<file path="config.mk">
export PLATFORM = sky130hd
export DESIGN_NAME = aes_block_writer
export DESIGN_NICKNAME = d
export VERILOG_FILES = /design/src/rtl/aes_block_writer.sv
export SDC_FILE = /design/constraint.sdc
export NUM_CORES = 1
export LEC_CHECK = 0
export ABC_AREA = 1
export CAP_MARGIN = 5
export CORE_AREA = 2 2 215 217
export CTS_CLUSTER_SIZE = 28
export DETAILED_ROUTE_END_ITERATION = 6
export DIE_AREA = 0 0 217 219
export GPL_TIMING_DRIVEN = 1
export PLACE_DENSITY = 0.91
export SLEW_MARGIN = 10
export SYNTH_ARGS = -nofsm -noshare
export SYNTH_HDL_FRONTEND = slang
export SYNTH_SLANG_ARGS = --single-unit
</file>
<file path="constraint.sdc">
create_clock -name clk -period 11.75 [get_ports clk]
set_input_delay 1.7625 -clock clk [delete_from_list [all_inputs] [get_ports clk]]
set_output_delay 1.7625 -clock clk [all_outputs]
set_load 0.05 [all_outputs]
</file>
<file path="src/rtl/aes_block_writer.sv">
// aes_block_writer: buffers 128-bit AES result blocks and serializes them,
// most significant byte first, into a byte-wide output FIFO with full
// backpressure. Raises a sticky done once NBLOCKS blocks have been written.
module aes_block_writer #(
  parameter int unsigned NBLOCKS = 1,
  parameter int unsigned DEPTH   = 4,
  parameter int unsigned CNT_W   = 16
) (
  input  logic               clk,
  input  logic               rst_n,
  input  logic               validIn,
  input  logic [127:0]       in,
  input  logic               wfull,
  output logic               wreq,
  output logic [7:0]         wdata,
  output logic [CNT_W-1:0]   blocks_written,
  output logic               overflow,
  output logic               done
);

  localparam int unsigned AW = (DEPTH > 1) ? $clog2(DEPTH) : 1;
  localparam int unsigned CW = AW + 1;
  localparam logic [CW-1:0]    FULL_CNT = CW'(DEPTH);
  localparam logic [CNT_W-1:0] NB_CNT   = CNT_W'(NBLOCKS);
  localparam logic [CNT_W-1:0] LAST_CNT = CNT_W'(NBLOCKS - 1);

  localparam logic [0:0] IDLE  = 1'b0;
  localparam logic [0:0] SHIFT = 1'b1;

  logic [1:0]       rst_sync_q;
  logic             rst_int_n;

  logic [0:0]       state_q, state_d;
  logic [127:0]     mem [DEPTH];
  logic [AW-1:0]    head_q, tail_q;
  logic [CW-1:0]    count_q;
  logic [127:0]     sh_q;
  logic [3:0]       bi_q;
  logic [CNT_W-1:0] blocks_q;
  logic             overflow_q;
  logic             done_q;

  logic             write_c;
  logic             last_c;
  logic             finish_c;
  logic             pop_c;
  logic             push_c;
  logic             drop_c;

  // Reset synchronizer: assertion is immediate, release is aligned to clk.
  always_ff @(posedge clk or negedge rst_n) begin
    if (!rst_n) rst_sync_q <= 2'b00;
    else        rst_sync_q <= {rst_sync_q[0], 1'b1};
  end

  assign rst_int_n = rst_sync_q[1];

  // State register.
  always_ff @(posedge clk or negedge rst_int_n) begin
    if (!rst_int_n) state_q <= IDLE;
    else            state_q <= state_d;
  end

  // Next-state, buffer handshake and write strobe decode.
  always_comb begin
    state_d  = state_q;
    write_c  = 1'b0;
    last_c   = 1'b0;
    finish_c = 1'b0;
    pop_c    = 1'b0;
    push_c   = 1'b0;
    drop_c   = 1'b0;

    write_c  = (state_q == SHIFT) && !wfull && !done_q;
    last_c   = write_c && (bi_q == 4'hF);
    finish_c = last_c && (blocks_q == LAST_CNT);
    // The block that completes the run must not pull another block in.
    pop_c    = !done_q && (count_q != '0) &&
               ((state_q == IDLE) || (last_c && !finish_c));
    push_c   = validIn && !done_q && ((count_q != FULL_CNT) || pop_c);
    drop_c   = validIn && !done_q && (count_q == FULL_CNT) && !pop_c;

    case (state_q)
      IDLE: begin
        if (pop_c) state_d = SHIFT;
      end
      SHIFT: begin
        if (last_c && !pop_c) state_d = IDLE;
      end
      default: state_d = IDLE;
    endcase

    if (done_q) state_d = IDLE;
  end

  // Block storage; contents are qualified by the pointers, so no reset.
  always_ff @(posedge clk) begin
    if (push_c) mem[tail_q] <= in;
  end

  // Pointers, occupancy, serializer datapath and status.
  always_ff @(posedge clk or negedge rst_int_n) begin
    if (!rst_int_n) begin
      head_q     <= '0;
      tail_q     <= '0;
      count_q    <= '0;
      sh_q       <= '0;
      bi_q       <= '0;
      blocks_q   <= '0;
      overflow_q <= 1'b0;
      done_q     <= 1'b0;
    end else begin
      if (push_c) tail_q <= tail_q + AW'(1);
      if (pop_c)  head_q <= head_q + AW'(1);

      case ({push_c, pop_c})
        2'b10:   count_q <= count_q + CW'(1);
        2'b01:   count_q <= count_q - CW'(1);
        default: count_q <= count_q;
      endcase

      if (pop_c) begin
        sh_q <= mem[head_q];
        bi_q <= 4'h0;
      end else if (write_c) begin
        sh_q <= {sh_q[119:0], 8'h00};
        bi_q <= bi_q + 4'h1;
      end

      if (last_c && (blocks_q != NB_CNT)) blocks_q <= blocks_q + CNT_W'(1);
      if (finish_c) done_q     <= 1'b1;
      if (drop_c)   overflow_q <= 1'b1;
    end
  end

  assign wreq           = write_c;
  assign wdata          = sh_q[127:120];
  assign blocks_written = blocks_q;
  assign overflow       = overflow_q;
  assign done           = done_q;

endmodule
</file>
==> After elaboration in Yosys (flattened, before gate mapping) <==
Memory sizes are Yosys's and may differ from the RTL's.
Cells that the tools add are included.
{ "word_totals": {"reg_bits": 160, "out_inout_bits": 27, "memories": 1, "mem_bits_rw": 512} }
{ "op_classes": {"add_sub_neg": 6, "bitwise_logic": 1, "mux": 11, "n_eq_ne": 6, "reduce_logical": 23} }
{ "mem_list": {"columns": ["name", "depth", "word_bits", "read_ports", "rd_ports_with_merged_regs", "wr", "line", "text"], "rows": [
  ["mem", 4, 128, 1, 0, 1, "34", "logic [127:0] mem [DEPTH];"]
]} }
{ "op_table": {"columns": ["op", "count"], "rows": [
  ["2-to-1 mux 128 bit", 2],
  ["adder 16 x 1 -> 16 bit (second input constant)", 1],
  ["logical NOT 16 bit", 1],
  ["inequality test 16 x 1 -> 1 bit (second input constant)", 1],
  ["logical AND 1 bit", 13],
  ["2-to-1 mux 4 bit", 2],
  ["case mux 3 bit (2 select lines)", 1],
  ["2-to-1 mux 1 bit", 5],
  ["adder 2 x 1 -> 2 bit (second input constant)", 2],
  ["adder 4 x 1 -> 4 bit (second input constant)", 1],
  ["== test 4 bit (second input constant)", 1],
  ["logical NOT 1 bit", 4],
  ["nonzero test 2 bit", 2],
  ["adder 3 x 1 -> 3 bit (second input constant)", 1],
  ["== test 3 bit (second input constant)", 1],
  ["inequality test 3 bit (second input constant)", 1],
  ["nonzero test 3 bit", 1],
  ["subtractor 3 x 1 -> 3 bit (second input constant)", 1],
  ["== test 2 x 1 -> 1 bit (second input constant)", 1],
  ["== test 2 bit (second input constant)", 1],
  ["logical OR 1 bit", 2],
  ["case mux 1 bit (2 select lines)", 1],
  ["inverter 1 bit", 1]
]} }

==> Depth between registers and ports, before layout <==
Gate-level depths: netlist of run 1.
{ "depth": {"depth_word": 14, "ltp_mapped": 12, "ltp_nobuf": 11} }

==> Worst setup path after synthesis of run 1 <==
Ideal clock, no wire load.
{ "synth_path": {"path_kind": "input-to-reg", "start": "input port wfull", "end": "memory mem[0][0] (enable)", "n_path_buf": 1, "setup_time_ns": 0.617, "setup_slack_ns": 3.269, "t_required_ns": 11.133, "path_stages": 10, "arrival_ns": 7.863, "path_cell_list": "inv_1 > nand2_2 > o21ai_1 > nand2_1 > clkinv_1 > nand2_2 > buf_6 > nand2_1 > nand2_1 > nor2_1"} }
{ "synth_via": {"elab_chain_len": 13} }
{ "synth_rtl": {"columns": ["element", "line", "text"], "rows": [
  ["start: declaration", "13", "input logic wfull,"],
  ["logical NOT 1 bit *", "74", "write_c = (state_q == SHIFT) && !wfull && !done_q;"],
  ["logical AND 1 bit * (2 in a row)", "74", null],
  ["logical AND 1 bit *", "75", "last_c = write_c && (bi_q == 4'hF);"],
  ["logical AND 1 bit", "76", "finish_c = last_c && (blocks_q == LAST_CNT);"],
  ["logical NOT 1 bit", "79", "((state_q == IDLE) || (last_c && !finish_c));"],
  ["logical AND 1 bit *", "79", null],
  ["logical OR 1 bit *", "79", null],
  ["logical AND 1 bit *", "78", "pop_c = !done_q && (count_q != '0) &&"],
  ["logical OR 1 bit *", "80", "push_c = validIn && !done_q && ((count_q != FULL_CNT) || pop_c);"],
  ["logical AND 1 bit *", "80", null],
  ["2-to-1 mux 1 bit *", "98", "if (push_c) mem[tail_q] <= in;"],
  ["2-to-1 mux 1 bit (implied by the code) *", "98", null],
  ["end: declaration", "34", null]
]} }
Mark *: on every way between the ends. The rest lies on a longest branch, timed or not.

==> Worst setup path after layout of run 1 <==
{ "layout_path": {"start": "input port wfull", "end": "memory mem[3][38] (enable)"} }
The elaborated chain is that of the path after synthesis.

==> results of run 1 <==
placed cells by master, fill, tap and decap left out, types with 2 or more instances in the layout:
master,n
edfxtp_1,512
o21ai_0,299
nor2_1,267
nand2_1,212
inv_1,202
clkdlybuf4s50_1,158
dfrtp_1,157
o22ai_1,120
o211ai_1,112
o21ai_1,77
clkbuf_16,68
nand3_1,31
buf_4,20
xor2_1,13
clkbuf_1,13
a21oi_1,10
clkinv_1,9
a32o_1,8
ha_1,8
clkinv_2,8
bufinv_16,8
xnor2_1,6
nand4_1,5
nor2_4,5
inv_6,5
nor3_1,5
clkbuf_8,4
nor2_2,3
dfrtp_4,3
diode_2,2
inv_2,2
inv_4,2
clkinvlp_4,2
clkinv_4,2
per-layer routing:
| metal | up-vias | routed length (µm) | share of wire [%] |
|---|---|---|---|
| met5 | - | 15 | 0.023 |
| met4 | 2 | 3166 | 4.7 |
| met3 | 245 | 6455 | 9.7 |
| met2 | 1232 | 33930 | 51 |
| met1 | 8980 | 23100 | 35 |
| li1 | 8048 | - | - |
sequential cells by signal, summed over array words and instances (netlist names):
name	cells
mem	512
sh_q	128
blocks_written	16
bi_q	4
count_q	3
head_q	2
rst_sync_q	2
tail_q	2
done	1
overflow	1
state_q	1
stage by stage:
step	hold slack, ns	power (mW)	setup slack, ns	area, µm²
final	0.3507	4.798	6.110	30880
after global routing	0.3614	4.902	5.889	30880
after CTS	0.3511	4.806	6.219	30880
after detailed placement	0.3379	2.690	5.648	28690
after global placement	0.3341	2.687	5.671	28690
after floorplan	0.3312	2.619	3.269	26830
cells by family (layout without fill, tap and decap cells):
family,Yosys count,count (layout),synth area share (%)
flops,672,672,72.22
compound gates,628,628,13.49
simple gates,531,531,7.741
buf+inv,357,503,5.465
xor+xnor,19,19,0.6202
fa+ha+maj,9,9,0.4477
other cells,1,3,0.01398
power by group through the flow:
stage	registers, mW	logic (mW)	clock network (mW)
3_5_place_dp	2.61	0.0777	0
3_3_place_gp	2.61	0.0742	0
2_1_floorplan	2.62	0.00152	0
6_report	2.56	0.0799	2.16
5_1_grt	2.56	0.0847	2.26
4_1_cts	2.56	0.0792	2.16
worst max-delay path: cells and delay by family:
family | cells | cell delay, ns
simple gates | 6 | 2.06
compound gates | 1 | 0.19
buf+inv | 4 | 1.66
cell type report:
class                           count  area [µm²]
Multi-Input combinational cell   1188        6031
Clock buffer                       85        1805
Clock inverter                     32       377.9
Inverter                          208       790.8
Timing Repair Buffer              178        1732
Antenna cell                        2       5.005
Sequential cell                   672       19390
Tap cell                          600       750.7
Fill cell                        2751       14210
worst max path at each step:
stage | from | end | slack [ns] | depth (start not counted)
finish | wfull | mem[3][38]$_DFFE_PP_ | 6.11 | 11
floorplan | wfull | mem[0][0]$_DFFE_PP_ | 3.27 | 10
CTS | wfull | mem[0][18]$_DFFE_PP_ | 6.22 | 11
detailed placement | wfull | mem[3][36]$_DFFE_PP_ | 5.65 | 11
global route | wfull | mem[1][44]$_DFFE_PP_ | 5.89 | 11
global placement | wfull | mem[2][41]$_DFFE_PP_ | 5.67 | 11
==> flow_metrics.env, run 1 <==
export IMPL_yosysTopAreaCellShare_pct=57.30
export IMPL_switching_power_mw=0.9334
export IMPL_p_int_mw=3.865
export IMPL_die_h_um=219
export IMPL_wl_um=66670
export IMPL_drv_slew=0
export IMPL_use_met1_pct=34.00
export IMPL_cts_sinks=672
export IMPL_skew_ns=0.02060
export IMPL_core_um2=45090
export IMPL_synth_ff_type="edfxtp_1"
export IMPL_vdd_drop_max_mv=0.1558
export IMPL_num_rows=78
export IMPL_critPathCaptureType="flip-flop"
export IMPL_power_frac_comb_pct=1.7
export IMPL_tritoncts="yes"
export IMPL_grt_max_degree=188
export IMPL_ant_nets=0
export IMPL_ys_seq_elements=672
export IMPL_postCtsHoldBufs=0
export IMPL_start_util_pct=59.51
export IMPL_fin_crit_sh_pct=48.00
export IMPL_rsz0062_at_grt="no"
export IMPL_yosys_area_top_type="edfxtp_1"
export IMPL_cts_setup_buffers=0
export IMPL_clockPowerShare_pct=44.9
export IMPL_vias=18507
export IMPL_yosys_warnings=0
export IMPL_finalHoldViolCount=0
export IMPL_fin_util_pct=68.49
export IMPL_synth_nets=2358
export IMPL_met3_usage_pct=5.308
export IMPL_drtPass1Iterations=7
export IMPL_cts_path_max_buffers=3
export IMPL_synthTopCellsByArea="edfxtp_1 (57%), dfrtp_1 (15%), o21ai_0 (5.6%)"
export IMPL_layout_cells_non_filler=2965
export IMPL_violations="DRC"
export IMPL_whs_path_depth=0
export IMPL_r2r_cells=10
export IMPL_p_leak_nw=11.62
export IMPL_gp_congestion=0.8669
export IMPL_rr_startpoint="blocks_written[0]$_DFFE_PN0P_"
export IMPL_critical_path_slowest_cell="buf_4"
export IMPL_fp_dieArea_um2=47520
export IMPL_top_usage_layer="met2"
export IMPL_worst_hold_path_endpoint="rst_sync_q[1]$_DFF_PN0_"
export IMPL_crit_arrival_ns=5.84
export IMPL_wl_per_cell_um=22.48
export IMPL_port_buffers=158
export IMPL_synthesis_area_um2=26830
export IMPL_max_slew_margin_pct=15.74
export IMPL_drt_initial_drc_count=2432
export IMPL_tightest_slew_ns=1.264
export IMPL_synth_most_common_cell="edfxtp_1"
export IMPL_worstPathRequired_ns=11.95
export IMPL_hp_class="reg2reg"
export IMPL_seq_area_frac_synth_pct=72.22
export IMPL_die_width_um=217
export IMPL_layout_min_cycle_time_ns=5.640
export IMPL_crit_type="in2reg"
export IMPL_synth_avg_cell_area_um2=12.10
export IMPL_placed_cells=2846
export IMPL_grtUsageTotal_pct=28.04
export IMPL_synth_common_cells="edfxtp_1 (512), o21ai_0 (299), nor2_1 (271)"
export IMPL_tns_ns=0
export IMPL_r2r_end="mem[3][38]$_DFFE_PP_"
export IMPL_drc=1
export IMPL_area_growth_pct=15.09
export IMPL_cpMostUsedCell="nand2_1"
export IMPL_antenna_found_initial=4
export IMPL_vias_per_cell=6.242
export IMPL_rrSetupSlack_ns=7.20
export IMPL_cts_made_buffers=66
export IMPL_cts_resized_gates=0
export IMPL_dp_hpwl_um=35730
export IMPL_nNetsFinal=2455
export IMPL_clock_latency_ns=0.59
export IMPL_clkSlewWorstSetupHoldPaths_ns=0.06
export IMPL_io_pin_count=159
export IMPL_hp_start="rst_sync_q[0]$_DFF_PN0_"
export IMPL_seq_power_share_pct=53.4
export IMPL_grt_pass1_vias=18569
export IMPL_drive_gt1_share_pct=5.755
export IMPL_status="complete, but fails checks"
export IMPL_netSwitchingFraction_pct=19.45
export IMPL_grt_util_met2_pct=47.98
export IMPL_path_cells="clkdlybuf4s50_1, inv_1, nand2_2, o21ai_1, nand2_1, clkinv_1, nand2_8, nand2_1, nand2_1, nor2_4, buf_4"
export IMPL_synth_edf_count=512
export IMPL_grt_overflow=0
export IMPL_crit_fanout=187
export IMPL_grt_pass1_wl_um=101700
export IMPL_start_kind="input pin"
export IMPL_synth_cells=2217
export IMPL_async_reset_ff_share_pct=23.81
export IMPL_pwr_density_cell_nw_per_um2=155.4
export IMPL_fmax_ghz=0.1773
export IMPL_cts_root_buf="clkbuf_16"
export IMPL_slowest_delay_ns=0.99
export IMPL_setup_viol=0
export IMPL_netlist_cell_type_count=33
export IMPL_htreeDepth=3
export IMPL_cap_viol_max_count=0
No activity file was read; power rests on OpenSTA's default activity.
==> run 2, diff against run 1 <==
--- a/config.mk
+++ b/config.mk
@@ -7,12 +7,12 @@
 export LEC_CHECK = 0
 export ABC_AREA = 1
 export CAP_MARGIN = 5
-export CORE_AREA = 2 2 215 217
+export CORE_AREA = 2 2 226 228
 export CTS_CLUSTER_SIZE = 28
 export DETAILED_ROUTE_END_ITERATION = 6
-export DIE_AREA = 0 0 217 219
+export DIE_AREA = 0 0 228 230
 export GPL_TIMING_DRIVEN = 1
-export PLACE_DENSITY = 0.91
+export PLACE_DENSITY = 0.87
 export SLEW_MARGIN = 10
 export SYNTH_ARGS = -nofsm -noshare
 export SYNTH_HDL_FRONTEND = slang
==> constraint.sdc (replaced) <==
create_clock -name clk -period 4.8 [get_ports clk]
set_input_delay 0.72 -clock clk [delete_from_list [all_inputs] [get_ports clk]]
set_output_delay 0.72 -clock clk [all_outputs]
set_load 0.05 [all_outputs]
==> flow_metrics.env, run 2 (same netlist as run 1, synthesis figures left out) <==
export IMPL_critPathCaptureType="primary output"
export IMPL_postCtsHoldBufs=0
export IMPL_vias_per_cell=5.915
export IMPL_htreeDepth=3
export IMPL_grt_overflow=0
export IMPL_clock_latency_ns=0.61
export IMPL_top_register="mem"
export IMPL_core_um2=49860
export IMPL_power_mw=11.63
export IMPL_crit_type="in2out"
export IMPL_io_pin_count=159
export IMPL_fmax_ghz=0.3174
export IMPL_cts_sinks=672
export IMPL_antenna_found_initial=2
export IMPL_hp_class="reg2async"
export IMPL_worstPathRequired_ns=4.08
export IMPL_port_buffers=158
export IMPL_vdd_drop_max_mv=0.3003
export IMPL_die_width_um=228
export IMPL_fp_dieArea_um2=52440
export IMPL_final_common_cell="edfxtp_1"
export IMPL_ant_nets=0
export IMPL_tritoncts="yes"
export IMPL_crit_fanout=4
export IMPL_r2r_cells=10
export IMPL_cts_made_buffers=68
export IMPL_grt_max_degree=263
export IMPL_cap_viol_max_count=0
export IMPL_slowest_delay_ns=0.95
export IMPL_critical_path_slowest_cell="clkdlybuf4s50_1"
export IMPL_area_growth_pct=15.97
export IMPL_nNetsFinal=2458
export IMPL_status="complete, no violations"
export IMPL_skew_ns=0.02759
export IMPL_cts_setup_buffers=0
export IMPL_wl_um=63890
export IMPL_tightest_slew_ns=1.095
export IMPL_pwr_density_cell_nw_per_um2=373.7
export IMPL_rr_startpoint="blocks_written[0]$_DFFE_PN0P_"
export IMPL_clkSlewWorstSetupHoldPaths_ns=0.06
export IMPL_start_kind="input pin"
export IMPL_layout_common_cells="edfxtp_1 (512), o21ai_0 (299), nor2_1 (267)"
export IMPL_wl_per_cell_um=20.98
export IMPL_cts_resized_gates=0
export IMPL_rrSetupSlack_ns=1.87
export IMPL_grt_pass1_wl_um=99620
export IMPL_crit_arrival_ns=2.43
export IMPL_vias=18017
export IMPL_cpMostUsedCell="clkdlybuf4s50_1"
export IMPL_num_rows=82
export IMPL_gp_congestion=0.8132
export IMPL_cts_path_max_buffers=3
export IMPL_drt_initial_drc_count=2406
export IMPL_drtPass1Iterations=6
export IMPL_p_leak_nw=11.67
export IMPL_grtUsageTotal_pct=24.28
export IMPL_largest_register_ffs=512
export IMPL_rsz0062_at_grt="no"
export IMPL_start_util_pct=53.81
export IMPL_drc=0
export IMPL_layout_min_cycle_time_ns=3.151
export IMPL_fin_crit_sh_pct=65.64
export IMPL_die_h_um=230
export IMPL_drive_gt1_share_pct=5.987
export IMPL_grt_pass1_vias=18270
export IMPL_finalHoldViolCount=0
export IMPL_dp_hpwl_um=35240
export IMPL_drv_slew=0
export IMPL_r2r_end="mem[3][88]$_DFFE_PP_"
export IMPL_max_slew_margin_pct=26.98
export IMPL_cts_root_buf="clkbuf_16"
export IMPL_fin_util_pct=62.41
export IMPL_setup_viol=0
export IMPL_path_cells="clkdlybuf4s50_1, inv_1, nand2_2, nor2_4, clkdlybuf4s50_1"
==> run 2: cell count changes in the layout (fill, tap and decap cells not counted), sizes merged <==
| cell | delta |
|---|---|
| buf | +1 |
| bufinv | -6 |
| clkbuf | +10 |
| clkinv | +4 |
==> run 2: critical path: cells and delay by family <==
family,cells,cell delay (ns)
buf+inv,3,1.43
simple gates,2,0.27
==> run 2: through the flow <==
stage / area (µm²) / setup TNS, ns / hold slack, ns / setup slack (ns) / cells
5_1_grt: 31120 / 0 / 0.2469 / 1.620 / 3046
6_report: 31120 / 0 / 0.2142 / 1.649 / 3046
2_1_floorplan: 26840 / -345.80 / 0.3312 / -0.6754 / 2217
4_1_cts: 31080 / 0 / 0.2658 / 1.641 / 3043
3_5_place_dp: 28900 / 0 / 0.3403 / 1.385 / 2918
3_3_place_gp: 28900 / 0 / 0.3370 / 1.330 / 2918
==> run 2: layout make-up <==
type / instances / area [µm²]
Tap cell: 672 / 840.8
Timing Repair Buffer: 179 / 1872
Sequential cell: 672 / 19390
Clock buffer: 95 / 1913
Clock inverter: 30 / 275.3
Antenna cell: 2 / 5.005
Fill cell: 3443 / 18750
Multi-Input combinational cell: 1188 / 6031
Inverter: 208 / 790.8
==> run 2: worst max-delay path by stage <==
stage                                        startpoint              endpoint  slack, ns  cells past startpoint
final                                             wfull                  wreq       1.65                      5
after CTS                                         wfull                  wreq       1.64                      5
after global routing                              wfull                  wreq       1.62                      5
after detailed placement                          wfull  mem[3][90]$_DFFE_PP_       1.38                     11
after floorplan           blocks_written[0]$_DFFE_PN0P_   mem[0][0]$_DFFE_PP_      -0.68                     10
after global placement                            wfull  mem[3][96]$_DFFE_PP_       1.33                     11
==> run 2: report_power, final <==
group	switching, mW	internal [mW]
sequential	0.00484	6.27
combinational	0.0968	0.0998
clock	2.22	2.94
==> run 2: layer usage <==
layer	vias up	share of wire, %	GRT usage (%)
met3	139	8.5	3.819
li1	8069	-	-
met2	962	52	41.99
met4	0	2.8	9.743
met1	8847	37	30.86
met5	-	0	0
